`config.mk`:
```
export PLATFORM = sky130hd
export DESIGN_NAME = alu_result_display_flat
export DESIGN_NICKNAME = d
export VERILOG_FILES = /design/src/rtl/alu_result_display_if.sv /design/src/rtl/alu_result_display.sv /design/src/flat_wrapper.sv
export SDC_FILE = /design/constraint.sdc
export NUM_CORES = 1
export LEC_CHECK = 0
export CORE_ASPECT_RATIO = 1.1
export CORE_MARGIN = 2
export CORE_UTILIZATION = 55
export DETAILED_ROUTE_END_ITERATION = 10
export HOLD_SLACK_MARGIN = 0.06
export MAX_ROUTING_LAYER = met4
export PLACE_DENSITY = 0.75
export SYNTH_ARGS = -nofsm -noshare
export SYNTH_HDL_FRONTEND = slang
export SYNTH_SLANG_ARGS = --single-unit
export TNS_END_PERCENT = 20
```
`constraint.sdc`:
```
create_clock -name clk -period 2.65 [get_ports clk]
set_input_delay 0.3975 -clock clk [delete_from_list [all_inputs] [get_ports clk]]
set_output_delay 0.3975 -clock clk [all_outputs]
set_load 0.01 [all_outputs]
```
`src/rtl/alu_result_display_if.sv`:
```
// Bundle of the ALU-result handshake and the board-facing display outputs.
// The producer side (ALU or bench) uses the master modport; the display
// block uses the slave modport.
`timescale 1ns/1ps
interface alu_result_display_if;
  logic       load;
  logic [7:0] Y;
  logic       overflow;
  logic       zero;
  logic       busy;
  logic [6:0] seg;
  logic [3:0] an;
  logic       ovf_led;
  logic       zero_led;

  modport master (
    output load, Y, overflow, zero,
    input  busy, seg, an, ovf_led, zero_led
  );

  modport slave (
    input  load, Y, overflow, zero,
    output busy, seg, an, ovf_led, zero_led
  );
endinterface

```
`src/rtl/alu_result_display.sv`:
```
// ALU result display stage: sequential double-dabble binary-to-BCD
// conversion with a one-deep newest-wins holding register, atomic update of
// the display registers, and a free-running 4-digit multiplexed scan with
// leading-zero blanking and an overflow 'E' on digit 3.
`timescale 1ns/1ps
module alu_result_display #(
  parameter int unsigned REFRESH_DIV = 50000
) (
  input logic                 clk,
  input logic                 rst,
  alu_result_display_if.slave bus
);

  localparam int unsigned DIV_W = (REFRESH_DIV > 2) ? $clog2(REFRESH_DIV) : 1;
  localparam logic [DIV_W-1:0] DIV_LAST = DIV_W'(REFRESH_DIV - 1);

  localparam logic [6:0] SEG_BLANK = 7'b1111111;
  localparam logic [6:0] SEG_E     = 7'b0000110;

  typedef enum logic [0:0] {
    IDLE = 1'b0,
    CONV = 1'b1
  } state_t;

  // Double-dabble correction: a BCD nibble of 5 or more gets +3 before the shift.
  function automatic logic [3:0] add3(input logic [3:0] nib);
    if (nib >= 4'd5) begin
      add3 = nib + 4'd3;
    end else begin
      add3 = nib;
    end
  endfunction

  // Active-low {g,f,e,d,c,b,a} pattern for one decimal digit.
  function automatic logic [6:0] seg_code(input logic [3:0] dig);
    case (dig)
      4'd0:    seg_code = 7'b1000000;
      4'd1:    seg_code = 7'b1111001;
      4'd2:    seg_code = 7'b0100100;
      4'd3:    seg_code = 7'b0110000;
      4'd4:    seg_code = 7'b0011001;
      4'd5:    seg_code = 7'b0010010;
      4'd6:    seg_code = 7'b0000010;
      4'd7:    seg_code = 7'b1111000;
      4'd8:    seg_code = 7'b0000000;
      4'd9:    seg_code = 7'b0010000;
      default: seg_code = SEG_BLANK;
    endcase
  endfunction

  // Converter state
  state_t      state_r;
  logic [3:0]  cnt_r;
  logic [7:0]  shift_r;
  logic [11:0] bcd_r;
  logic        cur_ovf_r;
  logic        cur_zero_r;

  // One-deep holding register for results arriving during a conversion
  logic [7:0]  hold_y_r;
  logic        hold_ovf_r;
  logic        hold_zero_r;
  logic        pending_r;

  // Display registers
  logic [3:0]  disp_h_r;
  logic [3:0]  disp_t_r;
  logic [3:0]  disp_u_r;
  logic        disp_ovf_r;
  logic        disp_zero_r;

  // Scan
  logic [DIV_W-1:0] div_r;
  logic [1:0]       idx_r;

  // Combinational helpers
  logic [11:0] bcd_adj_s;
  logic [19:0] step_s;
  logic [6:0]  seg_s;
  logic [3:0]  an_s;

  // One double-dabble iteration computed from the current converter registers.
  always_comb begin
    bcd_adj_s = {add3(bcd_r[11:8]), add3(bcd_r[7:4]), add3(bcd_r[3:0])};
    step_s    = {bcd_adj_s, shift_r} << 5'd1;
  end

  // Converter FSM: accept results, iterate, publish the final BCD, chain pending work.
  always_ff @(posedge clk or negedge rst) begin
    if (!rst) begin
      state_r     <= IDLE;
      cnt_r       <= 4'd0;
      shift_r     <= 8'd0;
      bcd_r       <= 12'd0;
      cur_ovf_r   <= 1'b0;
      cur_zero_r  <= 1'b0;
      hold_y_r    <= 8'd0;
      hold_ovf_r  <= 1'b0;
      hold_zero_r <= 1'b0;
      pending_r   <= 1'b0;
      disp_h_r    <= 4'd0;
      disp_t_r    <= 4'd0;
      disp_u_r    <= 4'd0;
      disp_ovf_r  <= 1'b0;
      disp_zero_r <= 1'b1;
    end else begin
      case (state_r)
        IDLE: begin
          if (pending_r) begin
            // A result parked on the last completing edge starts now.
            shift_r    <= hold_y_r;
            cur_ovf_r  <= hold_ovf_r;
            cur_zero_r <= hold_zero_r;
            bcd_r      <= 12'd0;
            cnt_r      <= 4'd0;
            state_r    <= CONV;
            if (bus.load) begin
              hold_y_r    <= bus.Y;
              hold_ovf_r  <= bus.overflow;
              hold_zero_r <= bus.zero;
              pending_r   <= 1'b1;
            end else begin
              pending_r   <= 1'b0;
            end
          end else if (bus.load) begin
            shift_r    <= bus.Y;
            cur_ovf_r  <= bus.overflow;
            cur_zero_r <= bus.zero;
            bcd_r      <= 12'd0;
            cnt_r      <= 4'd0;
            state_r    <= CONV;
          end else begin
            state_r    <= IDLE;
          end
        end
        CONV: begin
          bcd_r   <= step_s[19:8];
          shift_r <= step_s[7:0];
          cnt_r   <= cnt_r + 4'd1;
          if (cnt_r == 4'd7) begin
            // Publish all digits and flags together so no partial value is shown.
            disp_h_r    <= step_s[19:16];
            disp_t_r    <= step_s[15:12];
            disp_u_r    <= step_s[11:8];
            disp_ovf_r  <= cur_ovf_r;
            disp_zero_r <= cur_zero_r;
            if (pending_r) begin
              shift_r    <= hold_y_r;
              cur_ovf_r  <= hold_ovf_r;
              cur_zero_r <= hold_zero_r;
              bcd_r      <= 12'd0;
              cnt_r      <= 4'd0;
              state_r    <= CONV;
              pending_r  <= bus.load;
            end else begin
              state_r    <= IDLE;
              pending_r  <= bus.load;
            end
          end else begin
            if (bus.load) begin
              pending_r <= 1'b1;
            end else begin
              pending_r <= pending_r;
            end
          end
          // Any load during a conversion lands in the holding register; newest wins.
          if (bus.load) begin
            hold_y_r    <= bus.Y;
            hold_ovf_r  <= bus.overflow;
            hold_zero_r <= bus.zero;
          end else begin
            hold_y_r    <= hold_y_r;
          end
        end
        default: begin
          state_r   <= IDLE;
          pending_r <= 1'b0;
        end
      endcase
    end
  end

  // Refresh divider and digit index; free-running, independent of conversion.
  always_ff @(posedge clk or negedge rst) begin
    if (!rst) begin
      div_r <= '0;
      idx_r <= 2'd0;
    end else if (div_r == DIV_LAST) begin
      div_r <= '0;
      idx_r <= idx_r + 2'd1;
    end else begin
      div_r <= div_r + DIV_W'(1);
    end
  end

  // Digit select and segment decode from the display registers only.
  always_comb begin
    an_s = ~(4'b0001 << idx_r);
    case (idx_r)
      2'd0: seg_s = seg_code(disp_u_r);
      2'd1: begin
        if ((disp_h_r == 4'd0) && (disp_t_r == 4'd0)) begin
          seg_s = SEG_BLANK;
        end else begin
          seg_s = seg_code(disp_t_r);
        end
      end
      2'd2: begin
        if (disp_h_r == 4'd0) begin
          seg_s = SEG_BLANK;
        end else begin
          seg_s = seg_code(disp_h_r);
        end
      end
      2'd3: begin
        if (disp_ovf_r) begin
          seg_s = SEG_E;
        end else begin
          seg_s = SEG_BLANK;
        end
      end
      default: seg_s = SEG_BLANK;
    endcase
  end

  assign bus.seg      = seg_s;
  assign bus.an       = an_s;
  assign bus.busy     = (state_r == CONV);
  assign bus.ovf_led  = disp_ovf_r;
  assign bus.zero_led = disp_zero_r;

endmodule
```
`src/flat_wrapper.sv`:
```
// flat-port wrapper written by rule: the top's interface ports become plain ports
module alu_result_display_flat 
#(
  parameter int unsigned REFRESH_DIV = 50000
)
  (clk, rst, bus_load, bus_Y, bus_overflow, bus_zero, bus_busy, bus_seg, bus_an, bus_ovf_led, bus_zero_led);
  alu_result_display_if bus_i ();
  input logic clk;
  input logic rst;
  input wire logic [$bits(bus_i.load)-1:0] bus_load;
  input wire logic [$bits(bus_i.Y)-1:0] bus_Y;
  input wire logic [$bits(bus_i.overflow)-1:0] bus_overflow;
  input wire logic [$bits(bus_i.zero)-1:0] bus_zero;
  output wire logic [$bits(bus_i.busy)-1:0] bus_busy;
  output wire logic [$bits(bus_i.seg)-1:0] bus_seg;
  output wire logic [$bits(bus_i.an)-1:0] bus_an;
  output wire logic [$bits(bus_i.ovf_led)-1:0] bus_ovf_led;
  output wire logic [$bits(bus_i.zero_led)-1:0] bus_zero_led;
  assign bus_i.load = bus_load;
  assign bus_i.Y = bus_Y;
  assign bus_i.overflow = bus_overflow;
  assign bus_i.zero = bus_zero;
  assign bus_busy = bus_i.busy;
  assign bus_seg = bus_i.seg;
  assign bus_an = bus_i.an;
  assign bus_ovf_led = bus_i.ovf_led;
  assign bus_zero_led = bus_i.zero_led;
  alu_result_display #(.REFRESH_DIV(REFRESH_DIV)) u_core (.clk(clk), .rst(rst), .bus(bus_i));
endmodule
```
==> summary.md, run 1 <==
| Metric | Value |
|---|---|
| Fmax | `0.399 GHz` |
| Drt initial violations | `168` |
| Final GP Congestion | `0.803` |
| Seq/Total Area, Yosys | `42.6%` |
| Total grt overflow | `0` |
| Fin crit share | `94.5%` |
| Post-Layout Cell Count | `552` |
| P&R area growth vs syn | `14.4%` |
| Die Wd | `86.5 µm` |
| Nets | `501` |
| DRC viols | `0` |
| Lkg Pwr | `2.10 nW` |
| Largest net degree at the start of global routing | `71` |
| Clk_lat worst skew | `350 ps` |
| Clk sinks | `70` |
| Drt pass-1 iters | `4` |
| Synth Area per Inst | `9.57 µm²` |
| Clk pin slew, worst setup/hold paths | `70 ps` |
| Asr flop ratio synth | `100%` |
| Worst EP required | `2250 ps` |
| Placed instance count | `534` |
| Pins over their slew limit | `0` |
| Worst Setup Path Type | `reg -> out` |
| Vias in the first global route | `3093` |
| Post-synthesis register bit count | `70` |
| Slew @ Worst Pin | `654 ps` |
| Synth cell types | `54` |
| Die height | `94.7 µm` |
| Cells after synthesis | `430` |
| YS warnings | `0` |
| DIE AREA | `0.00819 mm²` |
| I/O Buffers | `26` |
| WHS | `41.4 ps` |
| Num ports | `27` |
| Max cap viols | `0` |
| Final core utilization | `64.0%` |
| Placement Rows | `33` |
| Initial Utilization | `56.0%` |
| Outcome | `finished, final reports clean` |
| RSZ-0062 raised after global routing | `no` |
| Dominant synthesized flop cell | `dfrtp_1` |
| Post-Synthesis Net Count | `471` |
| Slew margin rel. | `56.2%` |
| DR WL/cell | `14.9 µm` |
| R2r startpoint | `u_core.cnt_r[1]` |
| Core area | `0.00735 mm²` |
| Global Route Usage Sum | `22.5%` |
| Cts bufs inserted | `9` |
| CTS Buffer Depth | `2` |
| Startpoint class of the critical path | `flip-flop` |
| EDFF count, synth | `0` |
| WP data arrival | `2110 ps` |
| Vias/cell | `5.72` |
| Count leader, synth | `dfrtp_1` |
| Clock skew | `10.3 ps` |
| H-tree Lvls | `3` |
| First-pass GRT wire length | `14200 µm` |
| Commonest cells post-synth | `dfrtp_1 (69), nand2_1 (40), o21ai_0 (40)` |
| HP Class | `in -> async` |
| Routed WL | `8220 µm` |
| Yosys top cell by area | `dfrtp_1` |
| Critical path origin | `u_core.disp_t_r[0]` |
| Root buffer cell | `clkbuf_8` |
| Worst-path maximum fanout | `4` |
| Fin crit period | `2510 ps` |
| Final number of setup-violating endpoints | `0` |
| Reg2Reg Depth | `5` |
| FF-to-FF End | `u_core.bcd_r[7]` |
| Antenna-violating nets left | `0` |
| Hold Vio Cnt, Final | `0` |
| Layout fillers | `632` |
| Critical Path Sink Type | `output pin` |
| Antenna cell count | `0` |
| Synthesized area | `0.00412 mm²` |
| Peak supply drop | `0.000458 V` |
| Ranking of synthesized cells by area | `dfrtp_1 (42%), ha_1 (8.5%), mux2_2 (6.6%)` |
| Initial antenna violation count | `0` |
| Routed vias | `3160` |
| Share of the synthesized area in the top cell type | `42.0%` |
| Setup slack, reg-to-reg | `680 ps` |
| CTS tree | `done` |
| Share of layout cells above drive strength 1 | `14.4%` |
| Pwr dens | `924 mW/mm²` |
| Detailed placer's ending HPWL | `5870 µm` |
[worst max path at each step]
stage | cells after the start | to
global route | 7 | bus_seg[3]
global placement | 7 | bus_seg[0]
floorplan | 6 | bus_seg[0]
finish | 7 | bus_seg[3]
CTS | 7 | bus_seg[5]
detailed placement | 7 | bus_seg[0]
[report_power, final]
| group | switching (W) | internal [W] |
|---|---|---|
| Combinational | 0.000926 | 0.000885 |
| Clock | 0.000426 | 0.000437 |
| Sequential | 0.000315 | 0.00136 |
[per-layer routing]
layer  wire length (µm)  track usage [%]  vias to the layer above
met5                  0                -                        -
met4                180             10.4                        0
met3                219             2.62                       14
met2               3970             35.3                       57
met1               3850             29.4                     1504
li1                   -                -                     1585
[cell type report]
class / count / area (µm²) / area share, %
clock buffer: 9 / 124 / 2.63
sequential: 70 / 1750 / 37.3
timing repair buffer: 39 / 362 / 7.68
tap: 87 / 109 / 2.31
multi-input combinational: 312 / 2180 / 46.3
clock inverter: 7 / 73.8 / 1.57
inverter: 28 / 105 / 2.23
[flip-flops by register name, indices dropped and copies added, names as in the netlist, 2 cells and up]
register and flops:
u_core.bcd_r 12, u_core.cnt_r 4, u_core.disp_h_r 4, u_core.disp_t_r 4
u_core.disp_u_r 4, u_core.div_r 16, u_core.hold_y_r 8, u_core.idx_r 2
u_core.shift_r 8
[per-stage QoR]
step | TNS (ps) | instance area, µm² | power, W | setup slack, ps
after floorplan | 0 | 4120 | 0.00291 | 618
after global placement | 0 | 4480 | 0.00342 | 162
after detailed placement | 0 | 4480 | 0.00350 | 125
after CTS | -123 | 4700 | 0.00435 | -68.3
after global routing | 0 | 4710 | 0.00469 | 12.7
final | 0 | 4710 | 0.00435 | 145
[worst max-delay path, stage by stage (launching register included)]
cell and delay [ps]:
dfrtp_1 350, inv_1 80, ha_1 220, and4bb_2 250, or4_4 420, nand3_1 100
a32oi_1 90, clkdlybuf4s15_1 250
[timing repair]
item,in CTS,in global routing
hold buffers,0,0
pin swaps,0,1
setup buffers,2,0
endpoints found under the setup margin,7,5
gates resized for setup,9,9
[kinds of logic after synthesis]
kind of cell    after synthesis  share of synthesized area, %
compound gates              106                          15.7
xor+xnor                     19                          4.04
fa+ha+maj                    28                          8.51
buf+inv                      48                          4.90
flops                        70                          42.6
mux                          33                          8.76
simple gates                126                          15.5
[cell usage in the layout, fill, tap and decap left out, types with 3 or more instances in the layout]
cell type and instances:
mux2i_1 9, and3_1 4, o21ai_0 39, nor2b_1 5, xor2_1 5, nor2_1 32
nand2_1 40, nand2b_1 6, and2_1 3, a221o_1 3, o22ai_1 11, nand3_1 8
inv_1 28, nor4_1 4, clkbuf_8 9, dfrtp_1 68, nor3_1 4, a31oi_1 4
a21oi_1 23, nand4_1 3, buf_4 12, a32oi_1 4, mux2_2 24, xnor2_1 14
clkdlybuf4s50_1 18, ha_1 27, dlygate4sd2_1 3, nor3b_1 5
Note: power is estimated with default switching activity, not from simulation.
==> inputs of run 2 (changes only) <==
CTS_CLUSTER_SIZE = 20   (was unset)
GPL_ROUTABILITY_DRIVEN = 0   (was unset)
SLEW_MARGIN = 10   (was unset)
==> summary.md, run 2 (synthesized netlist as in run 1, its figures left out) <==
| Metric | Value |
|---|---|
| Worst Hold Depth | `1` |
| Share of layout cells above drive strength 1 | `15.0% (was 14.4%)` |
| Worst path depth | `7 (unchanged)` |
| Worst Hold Path EP | `u_core.div_r[0]` |
| Placement Rows | `33 (unchanged)` |
| Worst-path maximum fanout | `4 (unchanged)` |
| Nets | `504 (was 501)` |
| Critical Path Sink Type | `output pin (unchanged)` |
| Fin crit period | `2600 ps (was 2510 ps)` |
| Routed vias | `3182 (was 3160)` |
| Antenna cell count | `0 (unchanged)` |
| CP bufs+invs | `2 (unchanged)` |
| R2r startpoint | `u_core.bus.busy (was u_core.cnt_r[1])` |
| Cts bufs inserted | `9 (unchanged)` |
| Core area | `0.00735 mm² (unchanged)` |
| Routed WL | `7810 µm (was 8220 µm)` |
| Setup slack, reg-to-reg | `670 ps (was 680 ps)` |
| Top delay family on crit path | `simple AND/OR/NAND/NOR gates (unchanged)` |
| HP Class | `reg -> reg (was in -> async)` |
| First-pass GRT wire length | `13800 µm (was 14200 µm)` |
| Vias/cell | `5.73 (was 5.72)` |
| Largest regs | `u_core.div_r x16, u_core.bcd_r x12 (unchanged)` |
| Total grt overflow | `0 (unchanged)` |
| Worst Setup Path Type | `reg -> out (unchanged)` |
| RSZ-0062 raised after global routing | `yes (was no)` |
| Largest net degree at the start of global routing | `71 (unchanged)` |
| Max cap viols | `0 (unchanged)` |
| WP data arrival | `2200 ps (was 2110 ps)` |
| Slowest cell on crit path | `or4_4 (unchanged)` |
| Hold path start | `u_core.div_r[0]` |
| CTS tree | `done (unchanged)` |
| DRC viols | `0 (unchanged)` |
| Peak supply drop | `0.000511 V (was 0.000458 V)` |
| Startpoint class of the critical path | `flip-flop (unchanged)` |
| Worst EP required | `2250 ps (about the same)` |
| Drt initial violations | `160 (was 168)` |
| Initial Utilization | `56.0% (unchanged)` |
| I/O Buffers | `26 (unchanged)` |
| Outcome | `finished, final reports clean (unchanged)` |
| Detailed placer's ending HPWL | `5660 µm (was 5870 µm)` |
| CP Cell Sequence | `inv_1 > ha_1 > and4bb_2 > or4_4 > o311ai_1 > a32oi_1 > dlygate4sd2_1 (was inv_1 > ha_1 > and4bb_2 > or4_4 > nand3_1 > a32oi_1 > clkdlybuf4s15_1)` |
| Hold Vio Cnt, Final | `0 (unchanged)` |
| H-tree Lvls | `3 (unchanged)` |
| Design Power | `0.00424 W (was 0.00435 W)` |
| Global Route Usage Sum | `21.8% (was 22.5%)` |
| Clk sinks | `70 (unchanged)` |
| Most common cell after layout, fill and taps aside | `dfrtp_1 (unchanged)` |
| Pins over their slew limit | `0 (unchanged)` |
| Commonest non-fill, non-tap cells in the layout | `dfrtp_1 (68), nand2_1 (40), o21ai_0 (39) (unchanged)` |
| Die Wd | `86.5 µm (unchanged)` |
| Largest Register | `u_core.div_r (unchanged)` |
| Final number of setup-violating endpoints | `0 (unchanged)` |
| Pwr dens | `899 mW/mm² (was 924 mW/mm²)` |
| Antenna-violating nets left | `0 (unchanged)` |
| Fin crit share | `98.1% (was 94.5%)` |
| Die height | `94.7 µm (unchanged)` |
| Final core utilization | `64.2% (was 64.0%)` |
| Vias in the first global route | `3011 (was 3093)` |
| DR WL/cell | `14.1 µm (was 14.9 µm)` |
| Largest register FFs | `16 (unchanged)` |
| Reg2Reg Depth | `4 (was 5)` |
| CP max stage delay | `420 ps (about the same)` |
| Clk_lat worst skew | `350 ps (about the same)` |
| FF-to-FF End | `u_core.disp_h_r[0] (was u_core.bcd_r[7])` |
| Fmax | `0.385 GHz (was 0.399 GHz)` |
| Slew @ Worst Pin | `641 ps (was 654 ps)` |
| Lkg Pwr | `2.10 nW (about the same)` |
| Num ports | `27 (unchanged)` |
| Drt pass-1 iters | `4 (unchanged)` |
| Clk pin slew, worst setup/hold paths | `80 ps (was 70 ps)` |
| Clock skew | `9.61 ps (was 10.3 ps)` |
| DIE AREA | `0.00819 mm² (unchanged)` |
| Slew margin rel. | `57.0% (was 56.2%)` |
| P&R area growth vs syn | `14.7% (was 14.4%)` |
| CTS Buffer Depth | `2 (unchanged)` |
| Root buffer cell | `clkbuf_8 (unchanged)` |
| Initial antenna violation count | `0 (unchanged)` |
[run 2: report_power, final]
group | leakage [nW] | switching, W | total [W] | internal, W
clock network | 0.0898 | 0.000413 | 0.000755 | 0.000342
registers | 0.874 | 0.000305 | 0.00167 | 0.00136
logic | 1.14 | 0.000926 | 0.00182 | 0.000898
[run 2: routing by layer]
layer	share of wire [%]	wire, µm	track usage, %
met4	2.6	201	9.11
met3	2.4	187	3.23
met1	48	3720	28.6
met5	0	0	-
met2	47	3710	34.0
[run 2: what timing repair did]
action / in CTS / in global routing
gates resized for setup: 9 / 10
endpoints found under the hold margin: 1 / 0
buffers inserted: 2 / 0
setup endpoints to repair: 7 / 4
hold buffers: 1 / 0
[run 2: how the worst max path moves through the flow]
| stage | from | end | slack [ps] |
|---|---|---|---|
| after detailed placement | u_core.disp_h_r[0] | bus_seg[0] | 120 |
| after global placement | u_core.disp_h_r[0] | bus_seg[0] | 160 |
| after global routing | u_core.disp_t_r[0] | bus_seg[0] | -70 |
| final | u_core.disp_t_r[0] | bus_seg[0] | 50 |
| after CTS | u_core.disp_t_r[1] | bus_seg[5] | -90 |
| after floorplan | u_core.disp_h_r[0] | bus_seg[0] | 620 |
[run 2: worst reg2reg max path: stages (launching register included)]
cell and delay, ps:
dfrtp_1 720, nand4b_1 630, buf_4 390, nand2_1 60, o21ai_0 70
[run 2: per-stage QoR]
stage | instance area (µm²) | worst slack (ps) | setup TNS (ps) | cells | hold WS, ps
after floorplan | 4120 | 618 | 0 | 430 | 102
after global placement | 4490 | 162 | 0 | 536 | 448
after detailed placement | 4490 | 117 | 0 | 536 | 448
after CTS | 4700 | -92.6 | -128 | 555 | 490
after global routing | 4720 | -71.1 | -71.1 | 555 | 503
final | 4720 | 50.2 | 0 | 555 | 488
[run 2: final cells by class]
class	instances	area (µm²)
fill	603	2630
multi-input combinational	312	2190
sequential	70	1750
timing repair buffer	42	390
clock buffer	9	124
tap	87	109
inverter	28	105
clock inverter	7	48.8
==> inputs of run 3 (changes only) <==
CAP_MARGIN = 20   (was unset)
==> results of run 3 <==
The final DEF is identical to that of run 2; final timing and power are the same.
